File: config.mk
export PLATFORM = sky130hd
export DESIGN_NAME = cam_capture_ctrl
export DESIGN_NICKNAME = d
export VERILOG_FILES = /design/src/rtl/cam_capture_ctrl.sv
export SDC_FILE = /design/constraint.sdc
export NUM_CORES = 1
export LEC_CHECK = 0
export ABC_AREA = 0
export BUFFER_PORTS_ARGS = -buffer_cell sky130_fd_sc_hd__buf_4
export CORE_MARGIN = 2
export CORE_UTILIZATION = 55
export DETAILED_ROUTE_END_ITERATION = 12
export PLACE_DENSITY = 0.79
export SLEW_MARGIN = 40
export SYNTH_ARGS = -nofsm -noshare
export SYNTH_HDL_FRONTEND = slang
export SYNTH_SLANG_ARGS = --single-unit
File: constraint.sdc
create_clock -name CAM_pclk -period 5.4 [get_ports CAM_pclk]
set_input_delay 0.27 -clock CAM_pclk [delete_from_list [all_inputs] [get_ports CAM_pclk]]
set_output_delay 0.27 -clock CAM_pclk [all_outputs]
set_load 0.05 [all_outputs]
File: src/rtl/cam_capture_ctrl.sv
`default_nettype none
// +--------------------------------------------------------------------------+
// | Module      : cam_capture_ctrl                                           |
// | Description : Frame capture sequencer for a parallel camera port. It     |
// |               arms on a start request, skips any partial frame, holds    |
// |               the capture datapath in reset outside the active frame,    |
// |               counts pixel writes and grades each frame as good (pixel   |
// |               count == NPIX) or bad. Single-shot or continuous mode.     |
// | Options     : `define CAM_CTRL_WATCHDOG_EN adds a TMO-cycle watchdog on  |
// |               the ARM, SYNC and CAPT states.                             |
// | Revision    : 1.0 - initial release                                      |
// +--------------------------------------------------------------------------+
// | Ports                                                                    |
// |   CAM_pclk     in   1   pixel clock, all logic on its rising edge        |
// |   rst          in   1   asynchronous active-low reset                    |
// |   start        in   1   one-cycle capture request (accepted in IDLE)     |
// |   cont         in   1   sampled with start: 1 continuous, 0 single       |
// |   stop         in   1   end continuous capture after the current frame   |
// |   CAM_vsync    in   1   camera vertical sync, high between frames        |
// |   DP_RAM_regW  in   1   pixel write strobe from the capture datapath     |
// |   cap_rst      out  1   hold for the capture datapath, low only in CAPT  |
// |   busy         out  1   high whenever the sequencer is not idle          |
// |   frame_done   out  1   one-cycle pulse, good frame                      |
// |   frame_err    out  1   one-cycle pulse, bad frame or watchdog expiry    |
// |   frame_cnt    out  8   good-frame counter, wraps                        |
// |   px_cnt       out  PW  pixel writes in the current or last frame        |
// +--------------------------------------------------------------------------+

module cam_capture_ctrl #(
   parameter int NPIX = 19200,
   parameter int PW   = 15,
   parameter int TMO  = 1000000
) (
   input  logic          CAM_pclk,
   input  logic          rst,
   input  logic          start,
   input  logic          cont,
   input  logic          stop,
   input  logic          CAM_vsync,
   input  logic          DP_RAM_regW,
   output logic          cap_rst,
   output logic          busy,
   output logic          frame_done,
   output logic          frame_err,
   output logic [7:0]    frame_cnt,
   output logic [PW-1:0] px_cnt
);

   localparam logic [2:0] S_IDLE = 3'd0;
   localparam logic [2:0] S_ARM  = 3'd1;
   localparam logic [2:0] S_SYNC = 3'd2;
   localparam logic [2:0] S_CAPT = 3'd3;
   localparam logic [2:0] S_END  = 3'd4;

   localparam logic [PW-1:0] PX_MAX  = {PW{1'b1}};
   localparam logic [PW-1:0] PX_GOOD = PW'(NPIX);

   logic [2:0]    state;
   logic [2:0]    state_nxt;
   logic          mode_r;
   logic          stop_pend;
   logic          wd_hit;
   logic [PW-1:0] px_nxt;
   logic          going_end;
   logic          end_good;
   logic          end_bad;

   // ------------------------------------------------------------------------
   // Next-state logic. A watchdog expiry overrides every other transition.
   // ------------------------------------------------------------------------
   always_comb begin
      state_nxt = state;
      case (state)
         S_IDLE: if (start && !stop) state_nxt = S_ARM;
         // Waiting for vsync high means a frame already in flight is skipped.
         S_ARM:  if (stop)            state_nxt = S_IDLE;
                 else if (CAM_vsync)  state_nxt = S_SYNC;
         S_SYNC: if (stop)            state_nxt = S_IDLE;
                 else if (!CAM_vsync) state_nxt = S_CAPT;
         S_CAPT: if (CAM_vsync)       state_nxt = S_END;
         S_END:  if (mode_r && !stop_pend && !stop) state_nxt = S_ARM;
                 else                               state_nxt = S_IDLE;
         default:                     state_nxt = S_IDLE;
      endcase
      if (wd_hit) state_nxt = S_IDLE;
   end

   // ------------------------------------------------------------------------
   // Pixel counter: cleared as the frame opens, saturating while capturing.
   // ------------------------------------------------------------------------
   always_comb begin
      px_nxt = px_cnt;
      if (state == S_SYNC && state_nxt == S_CAPT) begin
         px_nxt = '0;
      end else if (state == S_CAPT && DP_RAM_regW && px_cnt != PX_MAX) begin
         px_nxt = px_cnt + PW'(1);
      end
   end

   // The frame is graded one cycle early so that the pulses are registered
   // and line up with the END state. A write on the closing vsync cycle
   // still counts towards the frame.
   assign going_end = (state == S_CAPT) && (state_nxt == S_END);
   assign end_good  = going_end && (px_nxt == PX_GOOD);
   assign end_bad   = (going_end && !end_good) || wd_hit;

`ifdef CAM_CTRL_WATCHDOG_EN
   // ------------------------------------------------------------------------
   // Watchdog: counts cycles spent in a waiting state, restarts on any state
   // change. Expiry is flagged on the cycle that would make the count TMO.
   // ------------------------------------------------------------------------
   localparam int WDW = $clog2(TMO + 1);
   localparam logic [WDW-1:0] WD_LAST = WDW'(TMO - 1);

   logic [WDW-1:0] wd_cnt;
   logic           wd_run;

   assign wd_run = (state == S_ARM) || (state == S_SYNC) || (state == S_CAPT);
   assign wd_hit = wd_run && (wd_cnt == WD_LAST);

   always_ff @(posedge CAM_pclk or negedge rst) begin
      if (!rst) begin
         wd_cnt <= '0;
      end else if (state_nxt != state) begin
         wd_cnt <= '0;
      end else if (wd_run) begin
         wd_cnt <= wd_cnt + WDW'(1);
      end
   end
`else
   assign wd_hit = 1'b0;
`endif

   // ------------------------------------------------------------------------
   // State and registered outputs
   // ------------------------------------------------------------------------
   always_ff @(posedge CAM_pclk or negedge rst) begin
      if (!rst) begin
         state      <= S_IDLE;
         cap_rst    <= 1'b1;
         busy       <= 1'b0;
         frame_done <= 1'b0;
         frame_err  <= 1'b0;
         frame_cnt  <= 8'd0;
         px_cnt     <= '0;
         mode_r     <= 1'b0;
         stop_pend  <= 1'b0;
      end else begin
         state      <= state_nxt;
         busy       <= (state_nxt != S_IDLE);
         cap_rst    <= (state_nxt != S_CAPT);
         frame_done <= end_good;
         frame_err  <= end_bad;
         px_cnt     <= px_nxt;
         if (end_good) begin
            frame_cnt <= frame_cnt + 8'd1;
         end
         if (state == S_IDLE && state_nxt == S_ARM) begin
            mode_r <= cont;
         end
         // Idle (including the cycle of entry) discards any pending stop.
         if (state_nxt == S_IDLE) begin
            stop_pend <= 1'b0;
         end else if (stop) begin
            stop_pend <= 1'b1;
         end
      end
   end

endmodule

`default_nettype wire

-- Word-level counts from Yosys, hierarchy flattened
Index checks and enable logic that the tools add are counted.
- output and inout port bits: 27
- ROM bits: 0
- RAM bits: 0
- bits in latches: 0
- memories: 0
- bits of input ports: 7
- register bits after elaboration: 32
- multipliers: 0
- eq/ne operators: 10
- $add $sub $neg: 2
- shift operators: 0
- magnitude comparators: 0
- divide/modulo/power cells: 0
- bitwise gates (word level): 0
- mux-type cells: 12
- reduce and logical (&&, ||, !) cells: 17
- operators with widths (kind ; count):
    two-way mux 15 bit ; 2
    two-way mux 3 bit ; 6
    adder 15 x 1 -> 15 bit (second input constant) ; 1
    == test 15 bit (second input constant) ; 1
    inequality test 15 bit (second input constant) ; 1
    one-hot mux 3 bit (5 select lines) ; 1
    logical AND 1 bit ; 10
    == test 3 x 2 -> 1 bit (second input constant) ; 3
    adder 8 x 1 -> 8 bit (second input constant) ; 1
    == test 3 x 1 -> 1 bit (second input constant) ; 2
    == test 3 bit (second input constant) ; 2
    zero test 3 bit ; 2
    zero test 1 bit ; 3
    two-way mux 1 bit ; 3
    inequality test 3 x 2 -> 1 bit (second input constant) ; 1
    nonzero test 3 bit ; 1
    nonzero test 2 bit ; 1

-- Depth between registers and ports, before layout
Gate-level depths: netlist of run 1.
- word-level depth: 12
- depth in mapped cells: 9
- mapped depth without buffers: 8

-- Worst setup path before layout of run 1
No wires, ideal clock.
- kind: reg2reg
- from: reg px_cnt[0]
- to: reg frame_cnt[1]
- setup time: 0.128 ns
- path buffers: 0
- arrival time: 3.085 ns
- data required time: 5.272 ns
- clock period less this slack: 3.212 ns
- cell stages (with the launch flop): 9
- setup slack: 2.188 ns
- cell sequence: dfrtp_1 ha_1 nand3_1 nor4_4 nor2_2 or3_1 a2111o_1 nor3_2 mux2_1
- cells in the longest elaborated chain, start to end: 6
- ends and longest elaborated chain (what ; RTL line ; RTL):
    from (decl) ; 46 ; output logic [PW-1:0] px_cnt
    from (signal assigned) ; 154 ; px_cnt <= px_nxt;
    branches (longest 2 deep; another with adder 15 x 1 -> 15 bit) ; -- ;
    two-way mux 15 bit * ; 95 ; end else if (state == S_CAPT && DP_RAM_regW && px_cnt != PX_MAX) begin
    two-way mux 15 bit * ; 93 ; if (state == S_SYNC && state_nxt == S_CAPT) begin
    == test 15 bit * ; 104 ; assign end_good = going_end && (px_nxt == PX_GOOD);
    logical AND 1 bit * ; 104 ;
    to (signal assigned) ; 156 ; frame_cnt <= frame_cnt + 8'd1;
    to (decl) ; 45 ; output logic [7:0] frame_cnt,
Every way passes the cells marked *.
A chain may end at the register's enable or synchronous reset.

-- Worst setup path in the final report of run 1
Same ends and word-level chain as after synthesis.

==> results of run 1 <==
==> synthesized netlist by cell type (all sizes together) (2+ instances only) <==
| cell | n |
|---|---|
| nor4 | 11 |
| o21ai | 7 |
| xor2 | 8 |
| nand2 | 10 |
| nand4b | 4 |
| xnor2 | 4 |
| nand2b | 2 |
| o21a | 3 |
| inv | 5 |
| clkbuf | 3 |
| nand4 | 8 |
| and4 | 3 |
| or3 | 5 |
| buf | 3 |
| nor2 | 12 |
| and3 | 5 |
| nor3 | 9 |
| ha | 2 |
| mux2 | 2 |
| nand3 | 16 |
| a21oi | 6 |
| nand3b | 3 |
| dfrtp | 31 |
==> cells by family (layout without fill, tap and decap cells) <==
| logic type | after synthesis | count (layout) |
|---|---|---|
| xor gates and xnor gates | 12 | 12 |
| AOI/OAI and AO/OA | 28 | 28 |
| muxes | 3 | 3 |
| buffers and inverters | 11 | 48 |
| adders and majority gates | 3 | 3 |
| and+or+nand+nor | 95 | 95 |
| DFF | 32 | 32 |
==> worst max-delay path, delay by kind of cell, from the launching register on <==
family	cells	cell delay, ps
compound gates	1	540
fa+ha+maj	1	270
flops	1	480
mux	1	360
simple gates	5	1440
==> state kept, by name, indices dropped and copies added, names as in the netlist <==
| name | cells |
|---|---|
| frame_err | 1 |
| busy | 1 |
| state | 3 |
| stop_pend | 1 |
| cap_rst | 1 |
| mode_r | 1 |
| frame_cnt | 8 |
| frame_done | 1 |
| px_cnt | 15 |
==> through the flow <==
stage                     utilization (%)  worst slack (ps)  instance area (um^2)  hold WS (ps)  instances
after detailed placement             67.5              2250                  2090           227        256
after CTS                            69.4              2240                  2150           146        265
after floorplan                         -              2190                  1820         -25.6        184
final                                69.4              2210                  2150           159        265
after global placement               67.5              2440                  2090           220        256
after global routing                 69.4              1990                  2150           135        265
==> report_power, final <==
part | switching (W) | total [W] | internal [W]
registers | 0.0000193 | 0.000274 | 0.000254
logic | 0.0000644 | 0.000103 | 0.0000383
clock network | 0.0000781 | 0.000129 | 0.0000506
total | 0.000162 | 0.000505 | 0.000343
==> worst max path at each step <==
stage	start	to	slack, ps	cells past startpoint
detailed placement	px_cnt[0]	frame_cnt[1]	2250	8
floorplan	px_cnt[0]	frame_cnt[1]	2190	8
CTS	px_cnt[0]	frame_cnt[1]	2240	8
global placement	px_cnt[0]	frame_cnt[1]	2440	8
finish	px_cnt[0]	frame_cnt[1]	2210	8
global route	px_cnt[0]	frame_cnt[1]	1990	8
==> cells in the final DEF (no fill, tap or decap), drive strengths merged, types with 2 or more instances in the layout <==
| master | synthesis | routed |
|---|---|---|
| nand2 | 10 | 10 |
| xor2 | 8 | 8 |
| and4 | 3 | 3 |
| ha | 2 | 2 |
| nand4 | 8 | 8 |
| buf | 3 | 34 |
| clkbuf | 3 | 7 |
| nand3 | 16 | 16 |
| and3 | 5 | 5 |
| nor4 | 11 | 11 |
| nor2 | 12 | 12 |
| nand4b | 4 | 4 |
| or3 | 5 | 5 |
| mux2 | 2 | 2 |
| o21ai | 7 | 7 |
| dfrtp | 31 | 31 |
| nand3b | 3 | 3 |
| a21oi | 6 | 6 |
| inv | 5 | 5 |
| nor3 | 9 | 9 |
| o21a | 3 | 3 |
| xnor2 | 4 | 4 |
| nand2b | 2 | 2 |
==> per-layer routing <==
metal	GRT usage (%)	up-vias	share of wire [%]
met5	0	-	0
met4	9.42	0	1.5
met3	6.72	8	7.6
met2	39.8	62	49
met1	31.8	771	42
li1	-	773	-
==> area by class of cell <==
cell class / count / area [um^2] / area share (%)
repair buffers: 35 / 265 / 12.3
multi-input cells: 141 / 962 / 44.7
clock buffers: 7 / 45.0 / 2.09
flip-flops and latches: 32 / 802 / 37.2
inverters: 5 / 18.8 / 0.872
well taps: 44 / 55.1 / 2.56
clock inverters: 1 / 5.00 / 0.232
==> what timing repair did <==
item / 4_1_cts / 5_1_grt
hold endpoints to repair: 31 / 0
hold buffers: 1 / 0
setup buffers: 0 / 0
gates resized for setup: 0 / 0
==> flow_summary.json, run 1 <==
{
  "status": "finished clean",
  "num_antenna_cells": 0,
  "synth_area_um2": 1820,
  "ant_nets": 0,
  "clock-sinks": 32,
  "hold_violations": 0,
  "skew_ps": 7.33,
  "yosys.area_share.adder_pct": 1.92,
  "hold_depth": 2,
  "synth-edff-count": 0,
  "fin_tns_setup_ps": 0,
  "wl_um": 4080,
  "synth_top_area_share_pct": 42.5,
  "synthMuxAreaShare_pct": 1.78,
  "drc_errors": 0,
  "row_count": 20,
  "clk_latency_ps": 330,
  "synth_xor_area_share_pct": 5.76,
  "io_pins": 34,
  "synth_cell_types": 54,
  "cts-root-buf": "clkbuf_4",
  "synth_simple_gate_area_share_pct": 32.7,
  "synth.area.top_cells": "dfrtp_1, nand3_1, xor2_1, nor4_1, nand4_1",
  "area_growth_pct": 18.0,
  "start_kind": "register",
  "wire_per_inst_um": 15.4,
  "max_cap_viol_count": 0,
  "synth-seq-cells": 32,
  "grt_pass1_wl_um": 6800,
  "fillers": 268,
  "cts_max_level": 2,
  "grt_pass1_vias": 1457,
  "min_to": "mode_r",
  "rrSetupSlack_ps": 2210,
  "drive_gt1_share_pct": 24.4,
  "cts_buffers": 5,
  "yosysSeqAreaShare_pct": 44.0,
  "grt_max_degree": 33,
  "synth_compound_area_share_pct": 10.6,
  "p_leak_nw": 1.04,
  "slew_headroom_pct": 61.3,
  "r2r_end": "frame_cnt[1]",
  "p_per_area_nw_per_um2": 235,
  "r2r-start": "px_cnt[0]",
  "endpoint_kind": "register",
  "finalPower_w": 0.000505,
  "routed_via_density": 6.09,
  "synth_cells": 184,
  "drt-pass1-iter-count": 4,
  "cp_slowest_stage_delay_ps": 540,
  "grt_use_total_pct": 24.7,
  "async_flop_share_pct": 100,
  "ys.warnings.count": 0,
  "worstPathArrival_ps": 3410,
  "hold_class": "input pin to register",
  "synth_flop_cell": "dfrtp_1",
  "critPathMaxFanout": 8,
  "design.core.area_um2": 3100,
  "cts_tree": "done",
  "die_h_um": 61.6,
  "reg2reg_depth": 8,
  "crit_required_ps": 5620,
  "gp_congestion": 0.955,
  "die_x_um": 61.6,
  "final_nets": 229,
  "slowest_stage": "a2111o_1",
  "vias": 1614,
  "fin_crit_sh_pct": 59.0,
  "port-buffer-count": 33,
  "grt_overflow": 0,
  "synth_top_area_cell": "dfrtp_1",
  "finalSetupViolCount": 0,
  "worstHoldStart": "cont",
  "synth_top_family_by_area": "simple AND/OR/NAND/NOR gates",
  "avgSynthCellArea_um2": 9.91,
  "cts.clk_slew.worst_paths_ps": 90,
  "initial_core_util_pct": 58.8,
  "finalCriticalPeriod_ps": 3190,
  "drt_iter0_drc": 126,
  "cts_buffer_depth": 2,
  "final_max_slew_viol_count": 0,
  "tightest_slew_ps": 573,
  "dp_hpwl_um": 3050,
  "timing.fmax_ghz": 0.314,
  "crit_type": "register to register",
  "syn_nets": 193,
  "die-area_um2": 3790,
  "worstPathCellList": "ha_1 -> nand3_1 -> nor4_4 -> nor2_2 -> or3_1 -> a2111o_1 -> nor3_2 -> mux2_1",
  "antenna_found_initial": 0,
  "peakVddDrop_mv": 0.139,
  "rsz0062_at_grt": "no"
}
Power figures use the tool's default switching activity.
==> inputs of run 2 (changes only) <==
==> constraint.sdc (replaced) <==
create_clock -name CAM_pclk -period 3.21 [get_ports CAM_pclk]
set_input_delay 0.1605 -clock CAM_pclk [delete_from_list [all_inputs] [get_ports CAM_pclk]]
set_output_delay 0.1605 -clock CAM_pclk [all_outputs]
set_load 0.05 [all_outputs]
==> run 2 against run 1 <==
- setup slack got worse by 2000 ps
- clock-buffer cell count rose by 1
- hold slack got worse by 81 ps
==> flow_summary.json, run 2 (synthesis gave the netlist of run 1 again) <==
{
  "cts_max_level": 2,
  "vias": 1656,
  "port-buffer-count": 33,
  "p_seq_share_pct": 51.1,
  "regMostFlops": "px_cnt",
  "die-area_um2": 3790,
  "rsz0062_at_grt": "no",
  "internal-power_w": 0.000623,
  "io_pins": 34,
  "worstHoldStart": "cont",
  "final_nets": 231,
  "routed_via_density": 6.20,
  "worstPathArrival_ps": 3190,
  "timing.fmax_ghz": 0.337,
  "hold_depth": 2,
  "status": "finished clean",
  "r2r_end": "frame_cnt[1]",
  "die_x_um": 61.6,
  "drive_gt1_share_pct": 26.0,
  "fin_crit_sh_pct": 92.4,
  "cts_tree": "done",
  "cts_buffer_depth": 2,
  "final_common_cell": "buf_4",
  "ctsResizeCount": 0,
  "cts_buffers": 5,
  "clock-sinks": 32,
  "grt_use_total_pct": 25.9,
  "initial_core_util_pct": 58.8,
  "slew_headroom_pct": 59.6,
  "switching_power_w": 0.000279,
  "tightest_slew_ps": 598,
  "peakVddDrop_mv": 0.297,
  "grt_pass1_wl_um": 7060,
  "hold_class": "input pin to register",
  "ant_nets": 0,
  "dp_hpwl_um": 3170,
  "p_leak_nw": 1.06,
  "fin_tns_setup_ps": 0,
  "finalCriticalPeriod_ps": 2970,
  "endpoint_kind": "register",
  "crit_required_ps": 3440,
  "drt-pass1-iter-count": 4,
  "clkPwrFrac_pct": 29.3,
  "start_kind": "register",
  "gp_congestion": 0.903,
  "rrSetupSlack_ps": 240,
  "grt_pass1_vias": 1566,
  "die_h_um": 61.6,
  "cts-root-buf": "clkbuf_4",
  "grt_overflow": 0,
  "crit_type": "register to register",
  "critPathMaxFanout": 8,
  "place_area_um2": 2090,
  "reg2reg_depth": 7,
  "design.core.area_um2": 3100,
  "design_area_um2": 2190,
  "skew_ps": 14.1,
  "comb_power_share_pct": 19.6,
  "final_max_slew_viol_count": 0,
  "p_per_area_nw_per_um2": 412,
  "finalPower_w": 0.000902,
  "clk_latency_ps": 340,
  "cts.clk_slew.worst_paths_ps": 100,
  "fillers": 264,
  "finalSetupViolCount": 0,
  "max_cap_viol_count": 0,
  "grt_max_degree": 33,
  "row_count": 20,
  "drc_errors": 0,
  "largest_reg_flops": 15,
  "drt_iter0_drc": 134,
  "r2r-start": "state[2]",
  "final_cell_mix": "buf_4, dfrtp_1, nand3_1",
  "antenna_found_initial": 0,
  "wl_um": 4390,
  "hold_violations": 0,
  "switching_share_pct": 31.0,
  "min_to": "mode_r",
  "largest_registers": "px_cnt (15), frame_cnt (8), state (3)",
  "num_antenna_cells": 0,
  "wire_per_inst_um": 16.5,
  "area_growth_pct": 20.0
}
run 2: cell types whose count changed in the layout (fill, tap and decap cells not counted):
| cell | change |
|---|---|
| clkbuf_8 | +2 |
| buf_4 | +2 |
| clkinv_2 | -1 |
| dfrtp_1 | -1 |
| dfrtp_2 | +1 |
| clkbuf_1 | -1 |
run 2: worst max-delay path, stage by stage (launching register included):
cell and delay, ps:
dfrtp_1 450, nand4b_1 360, nor4_1 530, or4bb_1 460, nand3_1 150, nand3_1 270, nor3_2 310, mux2_1 340
run 2: final cells by class:
class | count | area, um^2 | area share [%]
Clock buffer | 8 | 68.8 | 3.14
Sequential cell | 32 | 803 | 36.7
Timing Repair Buffer | 37 | 280 | 12.8
Tap cell | 44 | 55.1 | 2.52
Inverter | 5 | 18.8 | 0.858
Multi-Input combinational cell | 141 | 962 | 44.0
run 2: power by group through the flow:
stage / Combinational [W] / Clock, W / Sequential (W)
floorplan: 0.0000785 / 0 / 0.000506
global placement: 0.000168 / 0 / 0.000463
detailed placement: 0.000174 / 0 / 0.000468
CTS: 0.000176 / 0.000271 / 0.000461
global route: 0.000193 / 0.000295 / 0.000465
finish: 0.000176 / 0.000265 / 0.000461
run 2: per-stage QoR:
step,hold WS [ps],setup slack [ps],instances,util [%]
after floorplan,-135,31.0,184,-
after global placement,110,289,256,67.5
after detailed placement,117,158,256,67.5
after CTS,73.4,153,265,70.0
after global routing,51.3,79.7,267,70.5
final,78.6,243,267,70.5
run 2: worst max-delay path by stage:
stage                               to       from  cells past startpoint  slack [ps]
after floorplan           frame_cnt[1]  px_cnt[1]                      8          30
after global placement    frame_cnt[1]  px_cnt[0]                      8         290
after detailed placement  frame_cnt[1]  px_cnt[1]                      8         160
after CTS                 frame_cnt[1]  px_cnt[1]                      8         150
after global routing      frame_cnt[1]   state[0]                      7          80
final                     frame_cnt[1]   state[2]                      7         240
run 2: layer usage:
layer,wire length (um),track usage [%],vias to the layer above
met4,77,10.9,0
met5,0,0,-
met1,1800,31.6,789
met2,2140,42.6,81
li1,-,-,774
met3,369,7.77,12
run 2: timing repair:
item                                    in CTS  in global routing
setup buffers                                0                  2
hold buffers                                 1                  0
endpoints found under the setup margin       0                  3
hold endpoints to repair                    31                  0
==> inputs of run 3 (changes only) <==
--- a/config.mk
+++ b/config.mk
@@ -7,7 +7,6 @@
 export LEC_CHECK = 0
 export ABC_AREA = 0
 export BUFFER_PORTS_ARGS = -buffer_cell sky130_fd_sc_hd__buf_4
-export CORE_MARGIN = 2
 export CORE_UTILIZATION = 55
 export DETAILED_ROUTE_END_ITERATION = 12
 export PLACE_DENSITY = 0.79
==> constraint.sdc (replaced) <==
create_clock -name CAM_pclk -period 3.3 [get_ports CAM_pclk]
set_input_delay 0.165 -clock CAM_pclk [delete_from_list [all_inputs] [get_ports CAM_pclk]]
set_output_delay 0.165 -clock CAM_pclk [all_outputs]
set_load 0.05 [all_outputs]
==> run 3 against run 2 <==
- clock skew decreased by 5.2 ps
- register-to-register slack about the same
- cell count decreased by 0.37%
- routed wire length decreased by 4.7%
- via count decreased by 2.3%
- sequential share of layout area decreased by 0.35 points
- sequential cell count unchanged
- fmax decreased by 3.3%
- critical path type unchanged
==> flow_summary.json, run 3 (synthesis gave the netlist of run 1 again) <==
{
  "area_growth_pct": 20.9,
  "fin_tns_setup_ps": 0,
  "grt_use_total_pct": 26.8,
  "p_leak_nw": 1.06,
  "largest_registers": "px_cnt (15), frame_cnt (8), state (3)",
  "die-area_um2": 3550,
  "cts_buffers": 5,
  "grt_overflow": 0,
  "status": "finished clean",
  "utilization_pct": 71.1,
  "final_nets": 230,
  "drc_errors": 0,
  "clk_latency_ps": 340,
  "worst-path-buf-inv": 0,
  "start_kind": "register",
  "crit_type": "register to register",
  "finalCriticalPeriod_ps": 3070,
  "worstPathArrival_ps": 3300,
  "crit_path_start": "px_cnt[0]",
  "slowest_stage": "a2111o_1",
  "cts.clk_slew.worst_paths_ps": 100,
  "cpLargestDelayFamily": "simple AND/OR/NAND/NOR gates",
  "clock-sinks": 32,
  "rsz0062_at_grt": "no",
  "final_max_slew_viol_count": 0,
  "peakVddDrop_mv": 0.336,
  "cts_tree": "done",
  "initial_core_util_pct": 58.8,
  "dp_hpwl_um": 3010,
  "cp_slowest_stage_delay_ps": 540,
  "slew_headroom_pct": 57.3,
  "fin_crit_sh_pct": 93.0,
  "fillers": 263,
  "hold_depth": 2,
  "endpoint_kind": "register",
  "crit_required_ps": 3530,
  "drt_iter0_drc": 141,
  "wire_per_inst_um": 15.7,
  "largest_reg_flops": 15,
  "routed_via_density": 6.08,
  "grt_pass1_vias": 1451,
  "critPathMaxFanout": 8,
  "reg2reg_depth": 8,
  "cts_max_level": 2,
  "worstHoldStart": "cont",
  "max_cap_viol_count": 0,
  "skew_ps": 8.93,
  "grt_max_degree": 33,
  "gp_congestion": 0.927,
  "drt-pass1-iter-count": 4,
  "regMostFlops": "px_cnt",
  "hold_violations": 0,
  "ctsResizeCount": 0,
  "final_cell_mix": "buf_4, dfrtp_1, nand3_1",
  "antenna_found_initial": 0,
  "min_to": "mode_r",
  "die_h_um": 59.6,
  "wl_um": 4190,
  "cts-root-buf": "clkbuf_4",
  "num_antenna_cells": 0,
  "grt_pass1_wl_um": 6840,
  "p_per_area_nw_per_um2": 430,
  "design.core.area_um2": 3100,
  "finalSetupViolCount": 0,
  "hold_class": "input pin to register",
  "rrSetupSlack_ps": 230,
  "r2r-start": "px_cnt[0]",
  "r2r_end": "frame_cnt[1]",
  "tightest_slew_ps": 632,
  "timing.fmax_ghz": 0.326,
  "worstPathCellList": "ha_1 -> nand3_1 -> nor4_4 -> nor2_2 -> or3_1 -> a2111o_1 -> nor3_2 -> mux2_1",
  "io_pins": 34,
  "row_count": 20,
  "vias": 1618,
  "final_common_cell": "buf_4",
  "ant_nets": 0,
  "drive_gt1_share_pct": 25.7,
  "die_x_um": 59.6,
  "port-buffer-count": 33,
  "cts_buffer_depth": 2
}
[run 3: changes by cell type in the layout (fill, tap and decap cells not counted), sizes merged]
| cell | previous run | this run |
|---|---|---|
| buf | 36 | 35 |
| bufinv | 0 | 1 |
| clkbuf | 8 | 7 |
[run 3: timing repair]
item | 4_1_cts | 5_1_grt
hold endpoints to repair | 31 | 0
endpoints found under the setup margin | 0 | 3
buffers inserted | 0 | 1
hold buffers | 1 | 0
[run 3: worst reg2reg max path: cells and delay by family (launching register included)]
kind | cells | cell delay, ps
AND/OR/NAND/NOR | 5 | 1300
AO/OA/AOI/OAI | 1 | 540
flip-flops | 1 | 470
multiplexers | 1 | 360
adder cells (fa/ha/maj) | 1 | 280
[run 3: area by class of cell]
cell class	instances	area, um^2	area share, %
Clock buffer	7	65.1	2.95
Clock inverter	1	30.0	1.36
Inverter	5	18.8	0.851
Multi-Input combinational cell	141	962	43.6
Sequential cell	32	802	36.4
Tap cell	44	55.1	2.50
Timing Repair Buffer	36	273	12.4
[run 3: worst max path at each step]
stage              endpoint  cells after the start
6_report       frame_cnt[1]                      8
5_1_grt        frame_cnt[6]                      7
4_1_cts        frame_cnt[1]                      8
3_5_place_dp   frame_cnt[1]                      8
3_3_place_gp   frame_cnt[1]                      8
2_1_floorplan  frame_cnt[1]                      8
[run 3: per-stage QoR]
stage               cell area [um^2]  cells  total power, W  hold slack (ps)  worst slack [ps]
floorplan                       1820    184        0.000568             -131              87.8
global placement                2090    256        0.000613              115               335
detailed placement              2090    256        0.000621              121               175
CTS                             2200    265        0.000955             52.1               128
global route                    2210    266        0.000992             59.9              33.3
finish                          2210    266        0.000949             59.9               232
[run 3: report_power, final]
| group | switching [W] | internal (W) | total, W |
|---|---|---|---|
| clock network | 0.000133 | 0.000201 | 0.000334 |
| logic | 0.000105 | 0.0000625 | 0.000167 |
| registers | 0.0000311 | 0.000416 | 0.000447 |
[run 3: per-layer routing]
metal | GRT usage, % | vias up | share of wire, %
met3 | 6.55 | 10 | 6.4
met1 | 35.4 | 770 | 44
met4 | 8.97 | 0 | 2.0
met2 | 43.0 | 67 | 48
met5 | 0 | - | 0
li1 | - | 771 | -
